===== config.mk =====
export PLATFORM = sky130hd
export DESIGN_NAME = vga_scaled_scanout
export DESIGN_NICKNAME = d
export VERILOG_FILES = /design/src/rtl/vga_scaled_scanout.sv
export SDC_FILE = /design/constraint.sdc
export NUM_CORES = 1
export LEC_CHECK = 0
export ABC_CLOCK_PERIOD_IN_PS = 2600
export CORE_MARGIN = 4
export CORE_UTILIZATION = 40
export DETAILED_ROUTE_END_ITERATION = 8
export DONT_BUFFER_PORTS = 1
export GPL_TIMING_DRIVEN = 0
export PLACE_DENSITY = 0.59
export SLEW_MARGIN = 25
export SYNTH_ARGS = -nofsm -noshare
export SYNTH_HDL_FRONTEND = slang
export SYNTH_SLANG_ARGS = --single-unit

===== constraint.sdc =====
create_clock -name clk -period 2.6 [get_ports clk]
set_clock_uncertainty 0.05 [all_clocks]
set_input_delay 0.13 -clock clk [delete_from_list [all_inputs] [get_ports clk]]
set_output_delay 0.13 -clock clk [all_outputs]
set_load 0.02 [all_outputs]

===== src/rtl/vga_scaled_scanout.sv =====
// vga_scaled_scanout: VGA scan-out engine with programmable timing, an
// integer-upscaled framebuffer window inside the visible area, a border
// fill around it and a delay line that keeps sync/blanking aligned with
// pixel data returned by a synchronous frame-buffer RAM.
//
// Pipeline: counter state (h_cnt, v_cnt) is decoded and registered into
// stage 0 together with read_addr/rd_en. The RAM answers RD_LATENCY cycles
// later, and the flags travel through the remaining delay-line stages
// so both arrive together, L = RD_LATENCY+1 cycles after the counter state.
// The colour mux after the last stage is purely combinational.
//
// Optional build macro VGA_TESTPAT_EN adds a test_mode input that replaces
// picture pixels with eight vertical colour bars and suppresses RAM reads.
module vga_scaled_scanout #(
    parameter int          H_ACTIVE     = 640,
    parameter int          H_FP         = 16,
    parameter int          H_SYNC       = 96,
    parameter int          H_BP         = 48,
    parameter int          V_ACTIVE     = 480,
    parameter int          V_FP         = 10,
    parameter int          V_SYNC       = 2,
    parameter int          V_BP         = 33,
    parameter int          HS_POL       = 0,
    parameter int          VS_POL       = 0,
    parameter int          FB_W         = 320,
    parameter int          FB_H         = 240,
    parameter int          SCALE        = 2,
    parameter int          RD_LATENCY   = 1,
    parameter int          ADDR_W       = 17,
    parameter logic [11:0] BORDER_COLOR = 12'h000
) (
    input  logic              clk,
    input  logic              rst_n,
`ifdef VGA_TESTPAT_EN
    input  logic              test_mode,
`endif
    input  logic [15:0]       pixel_data,
    output logic              rd_en,
    output logic [ADDR_W-1:0] read_addr,
    output logic              hsync,
    output logic              vsync,
    output logic [3:0]        red,
    output logic [3:0]        green,
    output logic [3:0]        blue,
    output logic              active_video,
    output logic              frame_start
);

    localparam int H_TOTAL = H_ACTIVE + H_FP + H_SYNC + H_BP;
    localparam int V_TOTAL = V_ACTIVE + V_FP + V_SYNC + V_BP;
    localparam int HW      = $clog2(H_TOTAL);
    localparam int VW      = $clog2(V_TOTAL);
    localparam int L       = RD_LATENCY + 1;

    // Width-matched constants so every compare is between equal widths.
    localparam logic [HW-1:0] H_LAST     = HW'(H_TOTAL - 1);
    localparam logic [HW-1:0] H_ACT      = HW'(H_ACTIVE);
    localparam logic [HW-1:0] H_PIC      = HW'(FB_W * SCALE);
    localparam logic [HW-1:0] H_PIC_LAST = HW'(FB_W * SCALE - 1);
    localparam logic [HW-1:0] H_SS       = HW'(H_ACTIVE + H_FP);
    localparam logic [HW-1:0] H_SE       = HW'(H_ACTIVE + H_FP + H_SYNC);
    localparam logic [VW-1:0] V_LAST     = VW'(V_TOTAL - 1);
    localparam logic [VW-1:0] V_ACT      = VW'(V_ACTIVE);
    localparam logic [VW-1:0] V_PIC      = VW'(FB_H * SCALE);
    localparam logic [VW-1:0] V_SS       = VW'(V_ACTIVE + V_FP);
    localparam logic [VW-1:0] V_SE       = VW'(V_ACTIVE + V_FP + V_SYNC);
    localparam logic [1:0]    S_LAST     = 2'(SCALE - 1);
    localparam logic [ADDR_W-1:0] FB_W_A = ADDR_W'(FB_W);
    localparam logic [ADDR_W-1:0] ONE_A  = ADDR_W'(1);
    localparam logic          HS_ON      = 1'(HS_POL);
    localparam logic          VS_ON      = 1'(VS_POL);

    // Per-pixel flags carried down the delay line.
    typedef struct packed {
        logic act;
        logic pic;
        logic hs;
        logic vs;
        logic frm;
`ifdef VGA_TESTPAT_EN
        logic tm;
        logic [2:0] bar;
`endif
    } flags_t;

    logic [HW-1:0]     h_cnt;
    logic [VW-1:0]     v_cnt;
    logic [1:0]        sx;
    logic [1:0]        sy;
    logic [ADDR_W-1:0] x_addr;
    logic [ADDR_W-1:0] line_base;
    logic              h_wrap;
    logic              v_wrap;
    logic              in_pic_c;
    flags_t            cur;
    flags_t            dly [0:L-1];
    flags_t            o;
    logic              unused_pix;

    assign h_wrap   = (h_cnt == H_LAST);
    assign v_wrap   = (v_cnt == V_LAST);
    assign in_pic_c = (h_cnt < H_PIC) && (v_cnt < V_PIC);

    // Raster counters: h wraps every line, v steps on each h wrap.
    always_ff @(posedge clk or negedge rst_n) begin
        if (!rst_n) begin
            h_cnt <= '0;
            v_cnt <= '0;
        end else if (h_wrap) begin
            h_cnt <= '0;
            v_cnt <= v_wrap ? '0 : v_cnt + VW'(1);
        end else begin
            h_cnt <= h_cnt + HW'(1);
        end
    end

    // Incremental address state: x_addr = h/SCALE, line_base = (v/SCALE)*FB_W.
    always_ff @(posedge clk or negedge rst_n) begin
        if (!rst_n) begin
            sx        <= '0;
            sy        <= '0;
            x_addr    <= '0;
            line_base <= '0;
        end else if (h_wrap && v_wrap) begin
            sx        <= '0;
            sy        <= '0;
            x_addr    <= '0;
            line_base <= '0;
        end else if (in_pic_c) begin
            if (h_cnt == H_PIC_LAST) begin
                sx     <= '0;
                x_addr <= '0;
                if (sy == S_LAST) begin
                    sy        <= '0;
                    line_base <= line_base + FB_W_A;
                end else begin
                    sy <= sy + 2'd1;
                end
            end else if (sx == S_LAST) begin
                sx     <= '0;
                x_addr <= x_addr + ONE_A;
            end else begin
                sx <= sx + 2'd1;
            end
        end
    end

    // Registered read request for the current pixel; zero outside the picture.
    always_ff @(posedge clk or negedge rst_n) begin
        if (!rst_n) begin
            read_addr <= '0;
            rd_en     <= 1'b0;
        end else if (in_pic_c) begin
            read_addr <= line_base + x_addr;
`ifdef VGA_TESTPAT_EN
            rd_en     <= ~test_mode;
`else
            rd_en     <= 1'b1;
`endif
        end else begin
            read_addr <= '0;
            rd_en     <= 1'b0;
        end
    end

`ifdef VGA_TESTPAT_EN
    localparam logic [HW-1:0] BAR_LAST = HW'(H_ACTIVE / 8 - 1);
    logic [HW-1:0] bar_px;
    logic [2:0]    bar_idx;

    // Colour-bar index across the visible line, restarted every line.
    always_ff @(posedge clk or negedge rst_n) begin
        if (!rst_n) begin
            bar_px  <= '0;
            bar_idx <= '0;
        end else if (h_wrap) begin
            bar_px  <= '0;
            bar_idx <= '0;
        end else if (h_cnt < H_ACT) begin
            if (bar_px == BAR_LAST) begin
                bar_px  <= '0;
                bar_idx <= bar_idx + 3'd1;
            end else begin
                bar_px <= bar_px + HW'(1);
            end
        end
    end

    // Bar order white..black as {R,G,B} on/off bits.
    function automatic logic [11:0] bar_rgb(input logic [2:0] idx);
        logic [2:0] on;
        case (idx)
            3'd0:    on = 3'b111;
            3'd1:    on = 3'b110;
            3'd2:    on = 3'b011;
            3'd3:    on = 3'b010;
            3'd4:    on = 3'b101;
            3'd5:    on = 3'b100;
            3'd6:    on = 3'b001;
            default: on = 3'b000;
        endcase
        return {{4{on[2]}}, {4{on[1]}}, {4{on[0]}}};
    endfunction
`endif

    // Decode the current counter state into the flags entering stage 0.
    always_comb begin
        cur     = '0;
        cur.act = (h_cnt < H_ACT) && (v_cnt < V_ACT);
        cur.pic = in_pic_c;
        cur.hs  = (h_cnt >= H_SS) && (h_cnt < H_SE);
        cur.vs  = (v_cnt >= V_SS) && (v_cnt < V_SE);
        cur.frm = (h_cnt == '0) && (v_cnt == '0);
`ifdef VGA_TESTPAT_EN
        cur.tm  = test_mode;
        cur.bar = bar_idx;
`endif
    end

    // L-deep delay line: stage 0 is the decode register, the rest cover RAM latency.
    always_ff @(posedge clk or negedge rst_n) begin
        if (!rst_n) begin
            for (int i = 0; i < L; i++) dly[i] <= '0;
        end else begin
            dly[0] <= cur;
            for (int i = 1; i < L; i++) dly[i] <= dly[i-1];
        end
    end

    assign o            = dly[L-1];
    assign active_video = o.act;
    assign frame_start  = o.frm;
    assign hsync        = o.hs ? HS_ON : ~HS_ON;
    assign vsync        = o.vs ? VS_ON : ~VS_ON;
    assign unused_pix   = ^{pixel_data[11], pixel_data[6:5], pixel_data[0]};

    // Colour select: picture from RAM (or bars), border colour, or black in blanking.
    always_comb begin
        {red, green, blue} = 12'h000;
        if (o.act) begin
            if (o.pic) begin
`ifdef VGA_TESTPAT_EN
                if (o.tm) {red, green, blue} = bar_rgb(o.bar);
                else      {red, green, blue} = {pixel_data[15:12], pixel_data[10:7], pixel_data[4:1]};
`else
                {red, green, blue} = {pixel_data[15:12], pixel_data[10:7], pixel_data[4:1]};
`endif
            end else begin
                {red, green, blue} = BORDER_COLOR;
            end
        end
    end

endmodule


==> qor.yml, run 1 <==
finish:
  n_fill_cell: 936
  fin_area_sq_um: 4488
  syn2layout_area_growth_pct: 12.13
  layout.nets: 452
  num_antenna_cells: 0
  final_layout_size_suffix_gt1_frac: 0.09479
floorplan:
  coreArea_sq_um: 9774
  initial_core_util: 0.4095
  die_h_um: 108.0
  io_pins: 52
  num_rows: 36
  fp.dieW_um: 108.0
  die_area_sq_um: 11670
setup_path:
  regToRegEndpoint: "x_addr[0]$_DFFE_PN0P_"
  endpoint_kind: "flop"
  path_depth: 7
  crit_chain: "inv_1, ha_1, or4b_4, or4_4, o21ai_4, o21ai_2, a22o_1"
  criticalPathCategory: "flop to flop"
  critPathBufInv: 1
  required_ns: 2.79
  reg2reg_from: "v_cnt[1]$_DFFE_PN0N_"
  cp_top_family: "simple AND/OR/NAND/NOR gates"
  cp_slowest_cell: "or4_4"
  cp_max_fo: 7
  reg2reg_depth: 7
  cp.arrival_ns: 2.67
  crit_path_start_kind: "flop"
  r2r_slack_ns: 0.11
  critPathMaxStageDelay_ns: 0.54
yosys:
  synth.cell_area_sq_um: 4003
  synth-simple-area-share: 0.2282
  synth_top_family_by_area: "simple AND/OR/NAND/NOR gates"
  synth_adder_area_share: 0.05002
  synth_compound_area_frac: 0.1410
  synth_nets: 436
  ys.flop_type: "dfrtp_1"
  synth_mux_area_frac: 0.02501
  avgSynthCellArea_sq_um: 9.957
  synth_top_area_frac: 0.4814
  yosysMostFrequentCell: "dfrtp_1"
  yosysWarningCount: 0
  synth_xor_area_frac: 0.04158
  synth_top_area_cell: "dfrtp_1"
  yosysSeqAreaShare: 0.4814
  synthArstFlopShare: 1.000
  netlist_top_cells_count: "77 x dfrtp_1, 32 x nand2_1, 28 x nor2_1"
  postSynthCellCount: 402
  synth_edf_count: 0
  synth_cell_type_count: 58
  yosys-top-cells-area: "dfrtp_1 48%, ha_1 5.0%, and2_1 3.3%"
  ys_ff_latch: 77
worst_hold_path:
  min_path_type: "input port to asynchronous set/reset pin"
clock_tree:
  clk_pin_slew_ns: 0.09
  clockBufferDepth: 2
  cts_root_buf: "clkbuf_8"
  cts_tree: "done"
  clock_latency_ns: 0.35
  cts_htree_levels: 3
  cts_buffers: 9
  clock-sinks: 77
global_route:
  grt.total_usage: 0.1551
  overflow: 0
  grt_start_max_net_pins: 78
  antenna_found_initial: 0
  grt_pass1_vias: 2915
  grt_pass1_wl_um: 14330
sta:
  drv_slew: 0
  tightest_slew_ns: 0.6845
  relSlewSlack: 0.5394
  period_needed_ns: 2.487
  setup_viol_count_final: 0
  finalCritPeriodShare: 0.9564
  setup_ws_ns: 0.1133
  max_freq_ghz: 0.4021
  grt_setup_unrepaired: "no"
  setup-tns-final_ns: 0
  finalHoldViolCount: 0
placed_design:
  hpwl_um: 6037
  dpl_cell_area_sq_um: 4169
  place.gp.congestion: 0.7914
  port_buffers: 0
  place_ws_ns: -0.03673
job:
  drv_cap: 0
routing:
  route.detailed.drc: 0
  wirelength_um: 8746
  vias: 3071
  wl_per_cell_um: 15.76
  antenna_left: 0
  first_pass_iters: 4
  routed_via_density: 5.533
  drt-initial-drc-count: 141
power_and_ir_drop:
  vdd_drop_max_mv: 0.2767
  p_leak_nw: 1.959
  powerDensity_nw_per_um2: 513.9
status:
  status: "completed"
[sequential cells by signal, summed over array words and instances (netlist names)]
register and cells:
x_addr 17, h_cnt 10, frame_start 1, dly 7, sx 2, v_cnt 10, read_addr 17, line_base 11
sy 2
[worst max-delay path by stage]
| stage | start | slack (ns) | endpoint |
|---|---|---|---|
| floorplan | v_cnt[0]$_DFFE_PN0N_ | 0.24 | x_addr[0]$_DFFE_PN0P_ |
| global placement | h_cnt[0]$_DFF_PN0_ | -0.03 | x_addr[10]$_DFFE_PN0P_ |
| detailed placement | h_cnt[0]$_DFF_PN0_ | -0.04 | x_addr[14]$_DFFE_PN0P_ |
| CTS | h_cnt[0]$_DFF_PN0_ | 0.03 | x_addr[10]$_DFFE_PN0P_ |
| global route | v_cnt[0]$_DFFE_PN0N_ | 0.01 | x_addr[0]$_DFFE_PN0P_ |
| finish | v_cnt[1]$_DFFE_PN0N_ | 0.11 | x_addr[0]$_DFFE_PN0P_ |
[layout make-up]
type | count | area [sq um] | share of cell area
flip-flops and latches | 77 | 1927 | 0.4293
clock inverters | 3 | 67.56 | 0.01505
plain buffers | 14 | 57.56 | 0.01282
repair buffers | 5 | 60.06 | 0.01338
clock buffers | 12 | 165.2 | 0.03680
inverters | 17 | 67.56 | 0.01505
multi-input cells | 294 | 1977 | 0.4405
well taps | 133 | 166.4 | 0.03708
[metal layers]
metal,share of wire,vias up,routed length (um),global-route usage
met2,0.49,67,4251,0.2589
li1,-,1491,-,-
met5,0,-,0,0
met1,0.46,1506,4038,0.2033
met4,0.0093,0,81,0.04238
met3,0.043,7,374,0.03522
[metrics by stage]
stage	util	power [mW]	std cells	hold slack [ns]
3_5_place_dp	0.4265	1.242	535	-0.2137
3_3_place_gp	0.4265	1.242	535	-0.2138
4_1_cts	0.4543	2.337	552	0.2955
5_1_grt	0.4592	2.390	555	0.3216
6_report	0.4592	2.307	555	0.2990
2_1_floorplan	-	1.241	402	-0.2156
[repair_timing]
action / in CTS / in global routing
gates cloned: 0 / 1
hold buffers: 2 / 0
pin swaps: 0 / 3
gates resized for setup: 1 / 6
hold endpoints to repair: 77 / 0
setup endpoints to repair: 8 / 30
buffers inserted: 0 / 3
[cell families after synthesis]
| group | count (synthesis) |
|---|---|
| simple gates | 169 |
| compound gates | 79 |
| flops | 77 |
| buf+inv | 32 |
| xor+xnor | 19 |
| fa+ha+maj | 16 |
| mux | 10 |
[cell usage in the layout (no fill, tap or decap), types with 4 or more instances in the layout]
cell type and count:
o21ai_0 15, a21oi_1 15, a21o_1 4, xor2_1 11, clkbuf_8 12, nand3_1 25
o31ai_1 7, inv_1 15, nor2_1 28, ha_1 16, clkbuf_1 10, and2_1 21
dfrtp_1 77, o211ai_1 9, nor3_1 11, or3_1 5, nor2b_1 4, and3_1 8
nand2_1 32, mux2i_1 10, a22o_1 4, nand4_1 16, xnor2_1 8
[power breakdown]
group / leakage, nW / switching [mW] / internal [mW]
Sequential: 1.03 / 0 / 1.20
Combinational: 0.818 / 0.0400 / 0.0103
Clock: 0.115 / 0.445 / 0.615
Power figures use the tool's default switching activity.
==> inputs of run 2 (changes only) <==
- ABC_AREA: default -> 1
==> run 2 against run 1 <==
Sequential share of layout area is 4.9 points lower. Die area rose by 13%. Largest cell class unchanged. Utilization up 0.22 points. Critical path type unchanged. Setup slack better by 0.42 ns.
==> qor.yml, run 2 <==
yosys:
  ys_ff_latch: 77
  yosysSeqAreaShare: 0.4237
  synth_edf_count: 0
  avgSynthCellArea_sq_um: 7.254
  synthArstFlopShare: 1.000
  synth_top_area_cell: "dfrtp_1"
  synth_top_area_frac: 0.4237
  yosysMostFrequentCell: "nand2_1"
  synth.cell_area_sq_um: 4548
  ys.flop_type: "dfrtp_1"
  yosys-top-cells-area: "dfrtp_1 42%, nand2_1 16%, nor2_1 8.3%"
  synth_nets: 661
  postSynthCellCount: 627
  synth_cell_type_count: 35
  yosysWarningCount: 0
  netlist_top_cells_count: "188 x nand2_1, 100 x nor2_1, 82 x inv_1"
floorplan:
  num_rows: 38
  initial_core_util: 0.4141
  die_h_um: 114.6
  io_pins: 52
  die_area_sq_um: 13140
  fp.dieW_um: 114.6
  coreArea_sq_um: 10980
finish:
  final_layout_size_suffix_gt1_frac: 0.06677
  fin_util: 0.4614
  reg.largest.list: "read_addr (17), x_addr (17), line_base (11)"
  layout.nets: 674
  instances_no_fill: 784
  num_antenna_cells: 0
  seq_area_sq_um: 1927
  final_common_cell: "nand2_1"
  n_fill_cell: 1081
  multi_input_area_sq_um: 2246
  layout_common_cells: "188 x nand2_1, 100 x nor2_1, 82 x inv_1"
  syn2layout_area_growth_pct: 11.42
power_and_ir_drop:
  p_leak_nw: 2.755
  powerDensity_nw_per_um2: 506.9
  vdd_drop_max_mv: 0.2884
sta:
  max_freq_ghz: 0.4834
  hold_slack_ns: 0.2946
  finalHoldViolCount: 0
  finalCritPeriodShare: 0.7957
  tightest_slew_ns: 0.5291
  setup_ws_ns: 0.5312
  grt_setup_unrepaired: "no"
  relSlewSlack: 0.6473
  setup_viol_count_final: 0
  setup-tns-final_ns: 0
  drv_slew: 0
  period_needed_ns: 2.069
setup_path:
  criticalPathCategory: "flop to flop"
  reg2reg_from: "v_cnt[0]$_DFFE_PN0N_"
  required_ns: 2.79
  cp.arrival_ns: 2.26
  cp_max_fo: 10
  crit_start: "v_cnt[0]$_DFFE_PN0N_"
  endpoint_kind: "flop"
  crit_path_start_kind: "flop"
global_route:
  grt_start_max_net_pins: 78
  antenna_found_initial: 0
  grt_pass1_vias: 3741
  overflow: 0
  grt.busiest_layer: "met2"
  grt_util_met2: 0.2728
  met1_usage: 0.2110
  grt_pass1_wl_um: 17410
  use_met3: 0.03594
  grt.total_usage: 0.1661
clock_tree:
  cts_root_buf: "clkbuf_16"
  clock-sinks: 77
  ctsResizeCount: 0
  cts_tree: "done"
  cts_htree_levels: 3
  clock_latency_ns: 0.35
  cts_buffers: 9
  clockBufferDepth: 2
  clk_pin_slew_ns: 0.06
placed_design:
  port_buffers: 0
  place.gp.congestion: 0.8521
  hpwl_um: 7468
  dp_cells: 767
  place_ws_ns: 0.5394
routing:
  vias: 3928
  drt-initial-drc-count: 231
  first_pass_iters: 5
  antenna_left: 0
  wl_per_cell_um: 12.98
  route.detailed.drc: 0
  routed_via_density: 5.010
  wirelength_um: 10170
job:
  drv_cap: 0
worst_hold_path:
  min_path_type: "input port to asynchronous set/reset pin"
status:
  status: "completed"
[run 2: cell types whose count changed after synthesis, moves of 10 or more]
cell     previous run  this run
and2_1             21         1
inv_1              16        82
mux2i_1            10         0
nand2_1            32       188
nand3_1            25        42
nor2_1             28       100
[run 2: final cells by class]
class,count,share of cell area
Clock inverter,4,0.01457
Timing Repair Buffer,2,0.007407
Clock buffer,11,0.04593
Tap cell,140,0.03457
Multi-Input combinational cell,456,0.4432
Buffer,11,0.01259
Inverter,83,0.06148
Sequential cell,77,0.3802
[run 2: kinds of logic after synthesis]
group	share of synthesized area
xor+xnor	0.03274
flops	0.4237
buf+inv	0.08253
simple gates	0.3620
fa+ha+maj	0.04402
compound gates	0.05502
[run 2: power by group]
| group | internal (mW) | total, mW | switching, mW |
|---|---|---|---|
| logic | 0.00895 | 0.0504 | 0.0414 |
| clock network | 0.835 | 1.32 | 0.484 |
| registers | 1.20 | 1.20 | 0 |
| total | 2.04 | 2.57 | 0.526 |
[run 2: path summary, 6_finish.rpt]
path	endpoint	slack, ns	cells past startpoint
min in group clk	dly[2]$_DFF_PN0_	0.30	0
max in group asynchronous	line_base[13]$_DFFE_PN0P_	1.91	2
setup / recovery	x_addr[14]$_DFFE_PN0P_	0.53	12
hold / removal	read_addr[4]$_DFF_PN0_	0.29	2
hold reg to reg	dly[2]$_DFF_PN0_	0.30	0
setup reg to reg	x_addr[14]$_DFFE_PN0P_	0.53	12
[run 2: repair_timing]
item,in CTS,in global routing
hold buffers,2,0
endpoints found under the hold margin,77,0
buffers inserted,0,0
[run 2: metrics by stage]
stage	power, mW	instance area [sq um]
finish	2.569	5067
global route	2.656	5067
CTS	2.617	5067
detailed placement	1.243	4723
global placement	1.243	4723
floorplan	1.241	4548
[run 2: critical path, stage by stage, from the launching register on]
cell and delay (ns):
dfrtp_1 0.43, inv_1 0.11, ha_1 0.15, inv_1 0.05, nor2_1 0.17, nand3_1 0.09
nor2_1 0.17, nand2_4 0.12, nand2_4 0.14, nand2_2 0.15, buf_4 0.21, nand2_1 0.06
nand2_1 0.05
[run 2: metal layers]
layer  up-vias  wire length [um]
li1       2002                 -
met1      1846              4829
met2        67              4826
met3        13               327
met4         0               189
met5         -                 0
